<file path="src/rtl/shifter_seq_if.sv">
// ----------------------------------------------------------------------------
// shifter_seq_if
//   Bundle of the command and result handshakes of shifter_seq.
//
//   in_valid / in_ready   command handshake (operand, mode, amount)
//   in_data               operand, NBITS wide
//   in_mode               000 PASS, 001 SRA, 010 SLL, 011 SRL, 100 ROL,
//                         101 ROR, 110/111 PASS
//   in_amt                shift amount, AMT_W wide
//   out_valid / out_ready result handshake
//   out_data              result, NBITS wide
//   busy                  shifter is working on or holding a command
//
//   Modports: slave is the shifter side, master is the producer/consumer side.
// ----------------------------------------------------------------------------
interface shifter_seq_if #(
    parameter int NBITS = 32
);
    localparam int AMT_W = $clog2(NBITS);

    logic             in_valid;
    logic             in_ready;
    logic [NBITS-1:0] in_data;
    logic [2:0]       in_mode;
    logic [AMT_W-1:0] in_amt;
    logic             out_valid;
    logic             out_ready;
    logic [NBITS-1:0] out_data;
    logic             busy;

    modport slave (
        input  in_valid,
        input  in_data,
        input  in_mode,
        input  in_amt,
        input  out_ready,
        output in_ready,
        output out_valid,
        output out_data,
        output busy
    );

    modport master (
        output in_valid,
        output in_data,
        output in_mode,
        output in_amt,
        output out_ready,
        input  in_ready,
        input  out_valid,
        input  out_data,
        input  busy
    );
endinterface

</file>
<file path="src/rtl/shifter_seq.sv">
// ----------------------------------------------------------------------------
// shifter_seq
//   Multi-cycle shifter. It accepts one operand per command handshake and
//   performs logical, arithmetic or rotate shifts by a variable amount. It moves
//   the operand at most STEP bits per clock, so wide shifts cost latency rather
//   than a full barrel shifter. The result is held until the consumer takes it.
//
//   Ports:
//     clk    rising-edge clock
//     reset  synchronous, active-high reset; aborts any command in flight
//     bus    shifter_seq_if.slave (command in, result out, busy)
//
//   Parameters:
//     NBITS  operand/result width (>= 2)
//     STEP   maximum bits shifted per clock (1 .. NBITS-1)
// ----------------------------------------------------------------------------
module shifter_seq #(
    parameter  int NBITS = 32,
    parameter  int STEP  = 1,
    localparam int AMT_W = $clog2(NBITS)
) (
    input  logic          clk,
    input  logic          reset,
    shifter_seq_if.slave  bus
);

    localparam logic [2:0] MODE_SRA = 3'b001;
    localparam logic [2:0] MODE_SLL = 3'b010;
    localparam logic [2:0] MODE_SRL = 3'b011;
    localparam logic [2:0] MODE_ROL = 3'b100;
    localparam logic [2:0] MODE_ROR = 3'b101;

    localparam logic [AMT_W-1:0] STEP_AMT = AMT_W'(STEP);

    typedef enum logic [1:0] {
        ST_IDLE  = 2'd0,
        ST_SHIFT = 2'd1,
        ST_DONE  = 2'd2
    } state_t;

    state_t           state_q,  state_d;
    logic [NBITS-1:0] work_q,   work_d;
    logic [2:0]       mode_q,   mode_d;
    logic [AMT_W-1:0] remain_q, remain_d;

    logic [AMT_W-1:0] stepAmt;
    logic [NBITS-1:0] stepResult;

    // Modes 000, 110 and 111 leave the operand untouched.
    function automatic logic isPass(input logic [2:0] m);
        return (m == 3'b000) || (m >= 3'b110);
    endfunction

    // One partial shift of the work value by k bits. Applying this repeatedly
    // with amounts summing to n gives the same result as one shift by n; for
    // SRA the sign bit of the current value is replicated, which preserves it.
    function automatic logic [NBITS-1:0] shiftStep(
        input logic [NBITS-1:0] w,
        input logic [2:0]       m,
        input logic [AMT_W-1:0] k
    );
        logic [31:0]      kk;
        logic [NBITS-1:0] r;
        kk = 32'(k);
        unique case (m)
            MODE_SRA: r = $signed(w) >>> kk;
            MODE_SLL: r = w << kk;
            MODE_SRL: r = w >> kk;
            MODE_ROL: r = (w << kk) | (w >> (32'(NBITS) - kk));
            MODE_ROR: r = (w >> kk) | (w << (32'(NBITS) - kk));
            default:  r = w;
        endcase
        return r;
    endfunction

    // Each SHIFT cycle moves min(STEP, remaining) bits.
    always_comb begin
        stepAmt    = (remain_q < STEP_AMT) ? remain_q : STEP_AMT;
        stepResult = shiftStep(work_q, mode_q, stepAmt);
    end

    // Next-state logic. Commands are only looked at in IDLE; a zero amount or
    // a pass mode skips SHIFT entirely.
    always_comb begin
        state_d  = state_q;
        work_d   = work_q;
        mode_d   = mode_q;
        remain_d = remain_q;

        unique case (state_q)
            ST_IDLE: begin
                if (bus.in_valid) begin
                    work_d   = bus.in_data;
                    mode_d   = bus.in_mode;
                    remain_d = bus.in_amt;
                    if ((bus.in_amt == '0) || isPass(bus.in_mode)) begin
                        state_d = ST_DONE;
                    end else begin
                        state_d = ST_SHIFT;
                    end
                end
            end
            ST_SHIFT: begin
                work_d   = stepResult;
                remain_d = remain_q - stepAmt;
                if (remain_q == stepAmt) begin
                    state_d = ST_DONE;
                end
            end
            ST_DONE: begin
                if (bus.out_ready) begin
                    state_d = ST_IDLE;
                end
            end
            default: begin
                state_d = ST_IDLE;
            end
        endcase
    end

    // State registers. The work register doubles as the output register, so
    // clearing it on reset is what makes out_data read zero after reset.
    always_ff @(posedge clk) begin
        if (reset) begin
            state_q  <= ST_IDLE;
            work_q   <= '0;
            mode_q   <= '0;
            remain_q <= '0;
        end else begin
            state_q  <= state_d;
            work_q   <= work_d;
            mode_q   <= mode_d;
            remain_q <= remain_d;
        end
    end

    assign bus.in_ready  = (state_q == ST_IDLE);
    assign bus.out_valid = (state_q == ST_DONE);
    assign bus.out_data  = work_q;
    assign bus.busy      = (state_q != ST_IDLE);

endmodule

</file>
<file path="src/flat_wrapper.sv">
// flat-port wrapper written by rule: the top's interface ports become plain ports
module shifter_seq_flat 
#(
    parameter  int NBITS = 32,
    parameter  int STEP  = 1,
    localparam int AMT_W = $clog2(NBITS)
)
  (clk, reset, bus_in_valid, bus_in_data, bus_in_mode, bus_in_amt, bus_out_ready, bus_in_ready, bus_out_valid, bus_out_data, bus_busy);
  shifter_seq_if #(.NBITS(NBITS)) bus_i ();
  input  logic clk;
  input  logic reset;
  input wire logic [$bits(bus_i.in_valid)-1:0] bus_in_valid;
  input wire logic [$bits(bus_i.in_data)-1:0] bus_in_data;
  input wire logic [$bits(bus_i.in_mode)-1:0] bus_in_mode;
  input wire logic [$bits(bus_i.in_amt)-1:0] bus_in_amt;
  input wire logic [$bits(bus_i.out_ready)-1:0] bus_out_ready;
  output wire logic [$bits(bus_i.in_ready)-1:0] bus_in_ready;
  output wire logic [$bits(bus_i.out_valid)-1:0] bus_out_valid;
  output wire logic [$bits(bus_i.out_data)-1:0] bus_out_data;
  output wire logic [$bits(bus_i.busy)-1:0] bus_busy;
  assign bus_i.in_valid = bus_in_valid;
  assign bus_i.in_data = bus_in_data;
  assign bus_i.in_mode = bus_in_mode;
  assign bus_i.in_amt = bus_in_amt;
  assign bus_i.out_ready = bus_out_ready;
  assign bus_in_ready = bus_i.in_ready;
  assign bus_out_valid = bus_i.out_valid;
  assign bus_out_data = bus_i.out_data;
  assign bus_busy = bus_i.busy;
  shifter_seq #(.NBITS(NBITS), .STEP(STEP)) u_core (.clk(clk), .reset(reset), .bus(bus_i));
endmodule
</file>
<file path="config.mk">
export PLATFORM = sky130hd
export DESIGN_NAME = shifter_seq_flat
export DESIGN_NICKNAME = d
export VERILOG_FILES = /design/src/rtl/shifter_seq_if.sv /design/src/rtl/shifter_seq.sv /design/src/flat_wrapper.sv
export SDC_FILE = /design/constraint.sdc
export NUM_CORES = 1
export LEC_CHECK = 0
export ABC_AREA = 1
export BUFFER_PORTS_ARGS = -buffer_cell sky130_fd_sc_hd__buf_4
export CAP_MARGIN = 10
export CORE_MARGIN = 1.5
export CORE_UTILIZATION = 25
export CTS_BUF_LIST = sky130_fd_sc_hd__clkbuf_8
export CTS_CLUSTER_DIAMETER = 200
export CTS_CLUSTER_SIZE = 16
export DETAILED_ROUTE_END_ITERATION = 10
export GPL_TIMING_DRIVEN = 0
export PLACE_DENSITY_LB_ADDON = 0.1
export SLEW_MARGIN = 20
export SYNTH_ARGS = -nofsm -noshare
export SYNTH_HDL_FRONTEND = slang
export SYNTH_SLANG_ARGS = --single-unit
export TNS_END_PERCENT = 30
</file>
<file path="constraint.sdc">
create_clock -name clk -period 2.59 [get_ports clk]
set_input_delay 0.3885 -clock clk [delete_from_list [all_inputs] [get_ports clk]]
set_output_delay 0.3885 -clock clk [all_outputs]
set_load 0.02 [all_outputs]
</file>
Word-level counts from Yosys, hierarchy flattened --
Cells that the tools add are included.
Operators by class: add/subtract/negate cells 2, $lt $le $gt $ge 2, equality and inequality tests 12, shifts and indexed selects 5, multiplexer cells 11, bitwise gates (word level) 2, reduce and logical (&&, ||, !) cells 11
Operators with widths (number):
- 32-bit case mux with 5 select lines | 1
- 32-bit bitwise OR | 2
- 32-bit case mux with 2 select lines | 1
- 32-bit 2-to-1 mux | 1
- 32-bit by 32-bit left shift with 32-bit output | 1
- 32-bit by 5-bit left shift with 32-bit output | 1
- 32-bit by 32-bit right shift with 32-bit output | 1
- 32-bit by 5-bit right shift with 32-bit output | 1
- 32-bit by 5-bit >>> shifter with 32-bit output | 1
- 5-bit 2-to-1 mux | 2
- 5-bit case mux with 2 select lines | 1
- 2-bit 2-to-1 mux | 4
- 6-bit by 5-bit subtractor with 7-bit output, first input constant | 1
- 3-bit by 2-bit == test with 1-bit output, second input constant | 2
- 3-bit == test, second input constant | 2
- 6-bit != test, second input constant | 1
- 2-bit case mux with 3 select lines | 1
- 3-bit AND reduction | 2
- 5-bit == test | 1
- 5-bit logical NOT | 1
- 5-bit by 1-bit < comparator with 1-bit output, second input constant | 1
- 5-bit subtractor | 1
- 2-bit != test, second input constant | 2
- 2-bit AND reduction | 2
- 9 further kinds | 11
Word-level totals: bits in registers 42, output and inout bits 35, word-level logic and storage cells 49

Logic depth before layout (Yosys ltp) --
Gate-level depths: netlist (run 1).
depth after elaboration 7, depth in mapped cells 16

Least setup slack after synthesis (run 1) --
Ideal clock, no wire load.
kind reg2reg, start point reg u_core.remain_q[1], end point reg u_core.work_q[5], in the netlist u_core.bus.out_data[5], setup time 0.119 ns, arrival 2.105 ns, required time 2.471 ns, setup slack 0.366 ns, cell stages (with the launch flop) 14, cell sequence dfxtp_1 nor2_4 nand2_1 nor2_4 buf_4 ha_1 buf_2 nand2_1 clkbuf_1 o22ai_1 nand2_1 o21ai_0 nand2_1 a21oi_1
Between the ends: cells in the longest elaborated chain, start to end 7
RTL lines:
- start: declaration | line shifter_seq.sv:44 | logic [AMT_W-1:0] remain_q, remain_d;
- start signal: assignment | line shifter_seq.sv:133 | remain_q <= remain_d;
- 5-bit by 1-bit < comparator with 1-bit output | line shifter_seq.sv:78 | stepAmt = (remain_q < STEP_AMT) ? remain_q : STEP_AMT;
- 5-bit 2-to-1 mux * | line shifter_seq.sv:78
- 6-bit by 5-bit subtractor with 7-bit output | line shifter_seq.sv:69, shifter_seq.sv:70
- 32-bit by 32-bit left shift with 32-bit output or 32-bit by 32-bit right shift with 32-bit output (tied branches) | line shifter_seq.sv:70, shifter_seq.sv:69
- 32-bit bitwise OR (on tied branches) | line shifter_seq.sv:70, shifter_seq.sv:69
- 32-bit case mux with 5 select lines * | line shifter_seq.sv:65 | unique case (m)
- 32-bit case mux with 2 select lines * | line shifter_seq.sv:90 | unique case (state_q)
- end signal: assignment | line shifter_seq.sv:131 | work_q <= work_d;
- end: declaration | line shifter_seq.sv:42 | logic [NBITS-1:0] work_q, work_d;
Mark *: on every way between the ends. The rest lies on a longest branch, timed or not. A chain may end at the register's enable or synchronous reset.

Worst setup path after layout (run 1) --
start point reg u_core.remain_q[2], end point reg u_core.work_q[13], in the netlist u_core.bus.out_data[13]
Same word-level chain as after synthesis.

==> results of run 1 <==
layout make-up:
type	instances	area share
plain buffers	39	0.0496
clock buffers	8	0.0217
inverters	77	0.0577
multi-input cells	542	0.522
flip-flops and latches	42	0.166
well taps	211	0.0521
repair buffers	88	0.130
cell usage in the layout (no fill, tap or decap), types with 2 or more instances in the layout:
master | Yosys | layout
a21oi_1 | 53 | 53
clkbuf_1 | 12 | 9
clkbuf_8 | 0 | 8
inv_1 | 69 | 68
buf_1 | 4 | 2
nor2_2 | 4 | 5
nand3_1 | 66 | 63
o211ai_1 | 11 | 11
buf_4 | 6 | 94
nor2_1 | 41 | 40
o22ai_1 | 11 | 10
dfxtp_1 | 42 | 41
nand2_2 | 4 | 4
nand3_2 | 0 | 3
o21ai_0 | 53 | 52
clkbuf_4 | 0 | 3
nand2_4 | 1 | 2
inv_2 | 8 | 8
nand4_1 | 8 | 8
nor3_1 | 3 | 3
a211oi_1 | 21 | 21
o21ai_1 | 27 | 28
buf_2 | 11 | 12
a31oi_1 | 6 | 6
nor2_4 | 8 | 8
buf_6 | 6 | 6
nand2_1 | 214 | 213
where the power goes:
group | leakage (uW) | switching (uW) | internal (uW)
Combinational | 0.00188 | 4930 | 2110
Sequential | 0.000349 | 320 | 945
Clock | 0.0000575 | 277 | 270
final timing paths:
check,cells past startpoint,startpoint,endpoint,slack (ps)
worst max-delay path,14,u_core.remain_q[2]$_SDFFE_PP0P_,u_core.bus.out_data[13]$_SDFFE_PP0P_,140
worst min-delay path,2,reset,u_core.remain_q[3]$_SDFFE_PP0P_,250
worst max register to register,14,u_core.remain_q[2]$_SDFFE_PP0P_,u_core.bus.out_data[13]$_SDFFE_PP0P_,140
worst min register to register,2,u_core.mode_q[1]$_SDFFE_PP0P_,u_core.mode_q[1]$_SDFFE_PP0P_,510
through the flow:
stage / std cells / TNS, ps / worst slack, ps / cell area [um2] / total power, uW
2_1_floorplan: 700 / 0 / 366 / 3970 / 5390
3_3_place_gp: 989 / -9920 / -501 / 4820 / 7960
3_5_place_dp: 989 / -8980 / -464 / 4820 / 7920
4_1_cts: 999 / -97.4 / -43.5 / 4970 / 8590
5_1_grt: 1007 / 0 / 16.1 / 5070 / 9480
6_report: 1007 / 0 / 142 / 5070 / 8850
what timing repair did:
action,4_1_cts,5_1_grt
resized for setup,12,11
pin swaps,2,3
setup buffers,2,8
endpoints found under the setup margin,32,28
worst max-delay path, stage by stage, from the launching register on:
cell	delay, ps
dfxtp_1	370
nor2_4	130
nand2_1	110
nor2_4	190
buf_8	140
ha_2	290
clkbuf_4	210
nand2_4	130
clkinvlp_4	210
nand3_2	140
o21ai_1	70
nand2_1	80
o211ai_1	100
nand2_1	100
a21oi_1	70
sequential cells by signal, indices dropped and copies added, names as in the netlist:
signal / count
u_core.state_q: 2
u_core.mode_q: 3
u_core.bus.out_data: 32
u_core.remain_q: 5
layer usage:
metal / up-vias / track usage
met3: 48 / 0.0301
met1: 2528 / 0.336
met4: 0 / 0.110
met5: - / 0
li1: 2533 / -
met2: 186 / 0.438
logic make-up after synthesis:
kind of cell    synth area share
compound gates             0.263
fa+ha+maj                0.00630
buf+inv                    0.130
flops                      0.212
other cells             0.000944
simple gates               0.388
==> flow_summary_export.csv, run 1 <==
group,metric,value,unit
synthesis,synth_top_cell_area_share,0.212,
grt,grt_pass1_wl,31.7,mm
sta,timing.final.hold_violations,0,
layout,drive_above_1_share,0.204,
grt,antenna_found_initial,0,
layout,seqCellArea,842,um2
placed_design,gp_congestion,0.925,
sta,worst_pin_slew,896,ps
sta,slew_headroom,0.402,
power_and_ir_drop,vdd_ir_drop_max,0.567,mV
worst_setup_path,cp-end-kind,"register",
synthesis,yosys_warnings,0,
detailed_routing,dr.pass1.iters,5,
floorplanning,io_pins,79,
sta,slew_viol_final,0,
detailed_routing,wl_met2,9.83,mm
layout,postLayoutCoreUtil,0.330,
synthesis,netlist_area,3970,um2
clock_tree,clock_tree.root_cell,"clkbuf_8",
detailed_routing,maxUsedRoutingLayer,"met4",
floorplanning,die_area,16700,um2
grt,grt_usage,0.260,
sta,finalSetupViolations,0,
detailed_routing,routed_wl,21.2,mm
synthesis,avgSynthCellArea,5.68,um2
layout,multi_input_area,2650,um2
sta,period_minus_slack,2450,ps
placed_design,io_buffers,78,
synthesis,synth.area.top_cells,"dfxtp_1, nand2_1, nand3_1",
worst_setup_path,crit_fanout,10,
floorplanning,initial_utilization,0.258,
layout,antenna_cells,0,
layout,syn_to_final_growth,27.6,%
clock_tree,cts_max_path_buffers,2,
synthesis,async_flop_share,0,
synthesis,syn_nets,746,
synthesis,synthFlopType,"dfxtp_1",
synthesis,ys_ff_latch,42,
detailed_routing,ant_nets,0,
worst_setup_path,path_class,"register to register",
sta,whs,251,ps
sta,finalCritPeriodShare,0.945,
grt,grt_pass1_vias,5306,
clock_tree,clk_latency,330,ps
clock_tree,clkSlewWorstSetupHoldPaths,90,ps
synthesis,synthCells,700,
floorplanning,rows,45,
clock_tree,cts.htree.levels,2,
layout,nets,841,
detailed_routing,first_iter_violations,358,
worst_setup_path,worst_setup_path_start_kind,"register",
grt,grt_overflow_total,0,
detailed_routing,vias,5295,
power_and_ir_drop,power.density,1750,nW/um2
synthesis,synth_seq_area_share,0.212,
floorplanning,core-area,15400,um2
flow_run,drv_cap,0,
detailed_routing,avgRoutedWirePerCell,21.1,um
sta,rsz0062_at_grt,"false",
layout,n_fill_cell,1814,
synthesis,synth_commonest_cells,"nand2_1, inv_1, nand3_1, a21oi_1, o21ai_0",
power_and_ir_drop,leakage,0.00228,uW
clock_tree,cts.sinks,42,
floorplanning,die_w,129,um
clock_tree,cts_hold_buffers,0,
run_status,status,"finished, final reports clean",
detailed_routing,drc_errors,0,
worst_setup_path,cp.arrival,2670,ps
sta,fmax,0.409,GHz
sta,finalClockSkew,7.56,ps
grt,grt_max_degree,13,
placed_design,hpwl,16.6,mm
synthesis,ys_types,34,
synthesis,synth_most_common_cell,"nand2_1",
detailed_routing,met3_length,870,um
synthesis,yosys.area.top_type,"dfxtp_1",
hold_path,holdCritPathClass,"primary input to register",
clock_tree,cts_tree,"done",
floorplanning,fp.dieH,129,um
synthesis,synth_edf_count,0,
detailed_routing,met1_length,9.66,mm
detailed_routing,routed_via_density,5.26,
worst_setup_path,required,2810,ps
clock_tree,cts_inserted_buffers,5,
No activity file was read; power rests on OpenSTA's default activity.
==> inputs of run 2 (changes only) <==
--- a/config.mk
+++ b/config.mk
@@ -5,7 +5,6 @@
 export SDC_FILE = /design/constraint.sdc
 export NUM_CORES = 1
 export LEC_CHECK = 0
-export ABC_AREA = 1
 export BUFFER_PORTS_ARGS = -buffer_cell sky130_fd_sc_hd__buf_4
 export CAP_MARGIN = 10
 export CORE_MARGIN = 1.5
@@ -16,6 +15,7 @@
 export DETAILED_ROUTE_END_ITERATION = 10
 export GPL_TIMING_DRIVEN = 0
 export PLACE_DENSITY_LB_ADDON = 0.1
+export SKIP_LAST_GASP = 1
 export SLEW_MARGIN = 20
 export SYNTH_ARGS = -nofsm -noshare
 export SYNTH_HDL_FRONTEND = slang
==> run 2 against run 1 <==
  * Die area shrank 1.6%
  * Setup slack lost 68 ps
  * Global-route usage shrank 0.60 points
  * Register-to-register slack lost 70 ps
  * Fmax shrank 2.7%
  * Sequential share of layout area grew 0.28 points
  * Core utilization shrank 0.12 points
  * Clock power shrank 16%
  * Sequential cell count is the same
  * Critical path type unchanged
  * Largest power group unchanged
  * Highest routed layer unchanged
==> flow_summary_export.csv, run 2 <==
group,metric,value,unit
run_status,status,"finished, final reports clean",
clock_tree,cts_hold_buffers,0,
layout,final_common_cell,"buf_4",
floorplanning,die_w,128,um
worst_setup_path,worst_setup_path_start_kind,"register",
sta,finalSetupViolations,0,
grt,grt_overflow_total,0,
hold_path,holdCritPathClass,"primary input to register",
grt,grt_usage,0.254,
synthesis,synth_commonest_cells,"nor2_1, nand2_1, dfxtp_1, mux2i_1, a21oi_1",
layout,most-common-layout-cells,"buf_4, nor2_1, nand2_1",
worst_setup_path,reg2reg_setup_slack,70,ps
floorplanning,core-area,15300,um2
clock_tree,cts.sinks,42,
sta,worst_pin_slew,871,ps
sta,rsz0062_at_grt,"true",
sta,slew_viol_final,0,
synthesis,async_flop_share,0,
floorplanning,fp.dieH,128,um
power_and_ir_drop,leakage,0.00196,uW
sta,finalClockSkew,14.3,ps
synthesis,yosys_warnings,0,
synthesis,netlist_area,3910,um2
detailed_routing,first_iter_violations,564,
layout,largest_register_ffs,32,
floorplanning,io_pins,79,
synthesis,avgSynthCellArea,7.53,um2
detailed_routing,ant_nets,0,
detailed_routing,avgRoutedWirePerCell,25.4,um
sta,period_minus_slack,2520,ps
detailed_routing,vias,4838,
layout,syn_to_final_growth,28.3,%
grt,grt_max_degree,19,
synthesis,synth_edf_count,0,
synthesis,synth.area.top_cells,"dfxtp_1, mux2i_1, nor2_1",
grt,antenna_found_initial,0,
sta,slew_headroom,0.419,
layout,antenna_cells,0,
layout,postLayoutCoreUtil,0.329,
grt,grt_pass1_vias,4749,
synthesis,yosys.area.top_type,"dfxtp_1",
power_and_ir_drop,power.density,716,nW/um2
synthesis,synth_most_common_cell,"nor2_1",
floorplanning,die_area,16400,um2
clock_tree,cts_tree,"done",
floorplanning,initial_utilization,0.256,
power_and_ir_drop,vdd_ir_drop_max,0.252,mV
floorplanning,rows,45,
synthesis,synth_seq_area_share,0.215,
clock_tree,clkSlewWorstSetupHoldPaths,80,ps
grt,grt_pass1_wl,30.6,mm
synthesis,ys_types,70,
power_and_ir_drop,power,3590,uW
detailed_routing,dr.pass1.iters,6,
worst_setup_path,path_class,"register to register",
sta,timing.final.hold_violations,0,
detailed_routing,routed_via_density,5.90,
worst_setup_path,cp-end-kind,"register",
placed_design,hpwl,14.7,mm
clock_tree,cts_inserted_buffers,5,
placed_design,io_buffers,78,
sta,fmax,0.398,GHz
placed_design,gp_congestion,0.905,
layout,drive_above_1_share,0.261,
layout,n_fill_cell,1656,
detailed_routing,drc_errors,0,
synthesis,synthCells,519,
synthesis,synth_top_cell_area_share,0.215,
detailed_routing,routed_wl,20.9,mm
clock_tree,clock_tree.root_cell,"clkbuf_8",
worst_setup_path,cp.arrival,2690,ps
synthesis,synthFlopType,"dfxtp_1",
sta,finalCritPeriodShare,0.971,
clock_tree,cts_max_path_buffers,2,
worst_setup_path,required,2770,ps
layout,nets,655,
clock_tree,cts.htree.levels,2,
flow_run,drv_cap,0,
synthesis,syn_nets,565,
worst_setup_path,crit_fanout,10,
clock_tree,clk_latency,330,ps
synthesis,ys_ff_latch,42,
run 2: changes by cell type after synthesis, sizes merged, moves of 10 or more:
cell | before | now
a21oi | 54 | 35
a221oi | 0 | 18
a311oi | 0 | 17
clkbuf | 12 | 28
inv | 77 | 5
mux2 | 0 | 10
mux2i | 0 | 40
nand2 | 219 | 60
nand2b | 0 | 10
nand3 | 67 | 13
nor2 | 53 | 63
nor3 | 3 | 16
o21ai | 81 | 17
run 2: critical path, cell delays in order, from the launching register on:
cell and delay [ps]:
dfxtp_4 380, nor3_4 260, nand2_4 90, inv_4 100, buf_12 120, ha_1 230
buf_6 160, buf_6 160, buf_6 170, o211ai_1 180, nand4_1 150, a221oi_2 270
nor3_1 80
run 2: what timing repair did:
item | in CTS | in global routing
pin swaps | 5 | 5
gates resized for setup | 25 | 23
setup endpoints to repair | 32 | 29
endpoints found under the hold margin | 0 | 0
setup buffers | 6 | 0
run 2: area by class of cell:
type / count / area, um2 / area share
well taps: 211 / 264 / 0.0526
multi-input cells: 417 / 2840 / 0.567
flip-flops and latches: 42 / 847 / 0.169
repair buffers: 84 / 631 / 0.126
plain buffers: 53 / 329 / 0.0656
clock inverters: 2 / 7.51 / 0.00150
inverters: 6 / 26.3 / 0.00524
clock buffers: 5 / 68.8 / 0.0137
run 2: cell families after synthesis:
| kind of cell | after synthesis | share of synthesized area |
|---|---|---|
| buffers and inverters | 60 | 0.0755 |
| xor gates and xnor gates | 2 | 0.00640 |
| muxes | 53 | 0.149 |
| and+or+nand+nor | 178 | 0.212 |
| adders and majority gates | 2 | 0.00640 |
| DFF | 42 | 0.215 |
| other | 1 | 0.000959 |
| AOI/OAI and AO/OA | 181 | 0.335 |
run 2: where the power goes:
group | internal [uW] | leakage, uW | total, uW | switching, uW
Combinational | 821 | 0.00156 | 2190 | 1370
Sequential | 743 | 0.000349 | 943 | 199
Clock | 179 | 0.0000466 | 459 | 280
Total | 1740 | 0.00196 | 3590 | 1850
run 2: per-stage QoR:
step	hold WS (ps)	setup slack, ps	std cells	area (um2)	setup TNS, ps
after global placement	546	-886	808	4780	-20300
after floorplan	510	-39.7	519	3940	-46.9
after detailed placement	555	-846	808	4780	-19540
final	303	74.6	820	5010	0
after global routing	316	-32.5	820	5010	-70.5
after CTS	290	53.7	820	4960	0
run 2: worst paths after layout:
| check | from | endpoint | cells after the start |
|---|---|---|---|
| max | u_core.remain_q[2]$_SDFFE_PP0P_ | u_core.bus.out_data[1]$_SDFFE_PP0P_ | 12 |
| min | bus_in_amt[2] | u_core.remain_q[2]$_SDFFE_PP0P_ | 3 |
| max reg2reg | u_core.remain_q[2]$_SDFFE_PP0P_ | u_core.bus.out_data[1]$_SDFFE_PP0P_ | 12 |
| min reg2reg | u_core.remain_q[1]$_SDFFE_PP0P_ | u_core.remain_q[1]$_SDFFE_PP0P_ | 2 |
run 2: layer usage:
| metal | track usage | share of wire |
|---|---|---|
| met3 | 0.0451 | 0.075 |
| met1 | 0.338 | 0.43 |
| met4 | 0.0965 | 0.032 |
| met2 | 0.409 | 0.46 |
| met5 | 0 | 0 |
==> inputs of run 3 (changes only) <==
==> constraint.sdc (replaced) <==
create_clock -name clk -period 2.2 [get_ports clk]
set_input_delay 0.33 -clock clk [delete_from_list [all_inputs] [get_ports clk]]
set_output_delay 0.33 -clock clk [all_outputs]
set_load 0.02 [all_outputs]
==> run 3 against run 2 <==
  * The run now ends with setup timing left
  * Global-route usage shrank 0.062 points
  * Register-to-register slack worse by 210 ps
  * Via count rose by 1.5%
  * Combinational power increased by 32%
  * Final area up 7.4%
  * Clock-buffer cell count rose by 1
  * Core utilization is 2.4 points higher
  * Routed wire length down 0.66%
==> flow_summary_export.csv, run 3 (synthesis gave the netlist of run 2 again) <==
group,metric,value,unit
run_status,status,"finished with violations",
run_status,violations,"setup timing",
layout,syn_to_final_growth,37.8,%
detailed_routing,routed_via_density,5.86,
sta,fmax,0.429,GHz
grt,grt_pass1_wl,30.8,mm
floorplanning,die_area,16400,um2
placed_design,gp_congestion,0.944,
placed_design,pre_cts_slack,-1080,ps
grt,grt_usage,0.253,
clock_tree,cts.sinks,42,
placed_design,io_buffers,78,
layout,largest_register_ffs,32,
power_and_ir_drop,pwr-share-clk,0.124,
worst_setup_path,cp.arrival,2570,ps
worst_setup_path,r2r_start,"u_core.remain_q[2]$_SDFFE_PP0P_",
flow_run,drv_cap,0,
floorplanning,die_w,128,um
sta,finalSetupViolations,16,
layout,final_common_cell,"buf_4",
hold_path,holdPathEnd,"u_core.mode_q[0]$_SDFFE_PP0P_",
hold_path,whs_path_depth,3,
floorplanning,rows,45,
sta,timing.final.hold_violations,0,
layout,antenna_cells,0,
detailed_routing,vias,4910,
sta,finalCritPeriodShare,1.06,
sta,slew_viol_final,0,
clock_tree,cts_hold_buffers,0,
layout,nets,672,
floorplanning,io_pins,79,
clock_tree,cts_max_path_buffers,2,
worst_setup_path,path_class,"register to register",
detailed_routing,ant_nets,0,
worst_setup_path,required,2440,ps
worst_setup_path,worst_setup_path_start_kind,"register",
hold_path,hold_start,"bus_in_mode[0]",
detailed_routing,drc_errors,0,
layout,n_fill_cell,1664,
detailed_routing,routed_wl,20.7,mm
worst_setup_path,reg2reg_setup_slack,-130,ps
layout,most-common-layout-cells,"buf_4, nor2_1, nand2_1",
detailed_routing,dr.pass1.iters,5,
sta,finalClockSkew,4.06,ps
sta,slew_headroom,0.437,
power_and_ir_drop,pwr-share-seq,0.241,
sta,setup_ws,-131,ps
placed_design,hpwl,14.3,mm
power_and_ir_drop,power_switching_share,0.496,
grt,antenna_found_initial,0,
grt,grt_pass1_vias,4711,
grt,grt_overflow_total,0,
clock_tree,clock_tree.root_cell,"clkbuf_8",
clock_tree,cts_inserted_buffers,5,
clock_tree,cts_tree,"done",
clock_tree,cts.htree.levels,2,
detailed_routing,avgRoutedWirePerCell,24.7,um
power_and_ir_drop,vdd_ir_drop_max,0.278,mV
worst_setup_path,crit_fanout,7,
clock_tree,clkSlewWorstSetupHoldPaths,90,ps
power_and_ir_drop,power_switching,2260,uW
floorplanning,initial_utilization,0.256,
hold_path,holdCritPathClass,"primary input to register",
layout,drive_above_1_share,0.317,
power_and_ir_drop,pwr-share-comb,0.634,
detailed_routing,first_iter_violations,618,
power_and_ir_drop,power.density,846,nW/um2
sta,period_minus_slack,2330,ps
power_and_ir_drop,power,4550,uW
floorplanning,fp.dieH,128,um
clock_tree,clk_latency,320,ps
power_and_ir_drop,leakage,0.00212,uW
floorplanning,core-area,15300,um2
worst_setup_path,cp-end-kind,"register",
layout,postLayoutCoreUtil,0.353,
worst_setup_path,worstReg2RegEnd,"u_core.bus.out_data[29]$_SDFFE_PP0P_",
power_and_ir_drop,internal_power,2290,uW
grt,grt_max_degree,13,
worst_setup_path,r2r_cells,11,
sta,worst_pin_slew,844,ps
sta,rsz0062_at_grt,"true",
-- run 3: cell count changes in the layout (fill, tap and decap cells not counted), moves of 3 or more --
cell,before,now
clkbuf_1,19,14
nor2_4,1,4
dfxtp_4,1,4
buf_4,87,104
buf_6,9,6
-- run 3: power groups by stage --
stage	Sequential, uW	Combinational [uW]	Clock [uW]
after floorplan	1130	1540	0
after global placement	1100	2480	0
after detailed placement	1100	2470	0
after CTS	1090	2750	597
after global routing	1120	3030	630
final	1100	2890	567
-- run 3: worst max path at each step --
stage                                          startpoint                              endpoint  slack (ps)
after floorplan           u_core.remain_q[1]$_SDFFE_PP0P_  u_core.bus.out_data[22]$_SDFFE_PP0P_         210
after global placement    u_core.remain_q[0]$_SDFFE_PP0P_  u_core.bus.out_data[11]$_SDFFE_PP0P_       -1180
after detailed placement  u_core.remain_q[1]$_SDFFE_PP0P_  u_core.bus.out_data[16]$_SDFFE_PP0P_       -1080
after CTS                 u_core.remain_q[0]$_SDFFE_PP0P_  u_core.bus.out_data[29]$_SDFFE_PP0P_         -70
after global routing      u_core.remain_q[2]$_SDFFE_PP0P_  u_core.bus.out_data[29]$_SDFFE_PP0P_        -220
final                     u_core.remain_q[2]$_SDFFE_PP0P_  u_core.bus.out_data[29]$_SDFFE_PP0P_        -130
-- run 3: worst max-delay path: stages, from the launching register on --
cell and delay [ps]:
dfxtp_4 380, nor3_4 240, nand2_4 90, clkinv_4 90, ha_4 230, buf_8 150, nor2_4 130, nand2_2 60
a21oi_2 180, o41ai_2 100, a211o_1 330, a311oi_2 270
-- run 3: stage by stage --
stage               instances  hold slack [ps]  TNS [ps]  instance area [um2]
detailed placement        808              541    -27840                 4840
finish                    838              258      -619                 5390
CTS                       832              237      -541                 5270
global placement          808              529    -28880                 4840
floorplan                 519              466         0                 3990
global route              838              267     -2100                 5390
-- run 3: timing repair --
action | CTS | global route
buffers inserted | 18 | 7
setup endpoints to repair | 33 | 33
gates cloned | 0 | 0
pin swaps | 17 | 17
resized for setup | 52 | 29
-- run 3: area by class of cell --
| cell class | count | area (um2) | area share |
|---|---|---|---|
| multi-input cells | 417 | 2960 | 0.550 |
| flip-flops and latches | 42 | 857 | 0.159 |
| repair buffers | 103 | 810 | 0.150 |
| plain buffers | 51 | 362 | 0.0671 |
| well taps | 211 | 264 | 0.0490 |
| clock buffers | 6 | 82.6 | 0.0153 |
| inverters | 6 | 40.0 | 0.00743 |
| clock inverters | 2 | 8.76 | 0.00163 |
-- run 3: per-layer routing --
| layer | track usage | up-vias | wire [um] |
|---|---|---|---|
| met5 | 0 | - | 0 |
| met3 | 0.0405 | 44 | 1700 |
| met1 | 0.365 | 2374 | 9410 |
| met4 | 0.0853 | 0 | 576 |
| li1 | - | 2196 | - |
| met2 | 0.382 | 296 | 9040 |
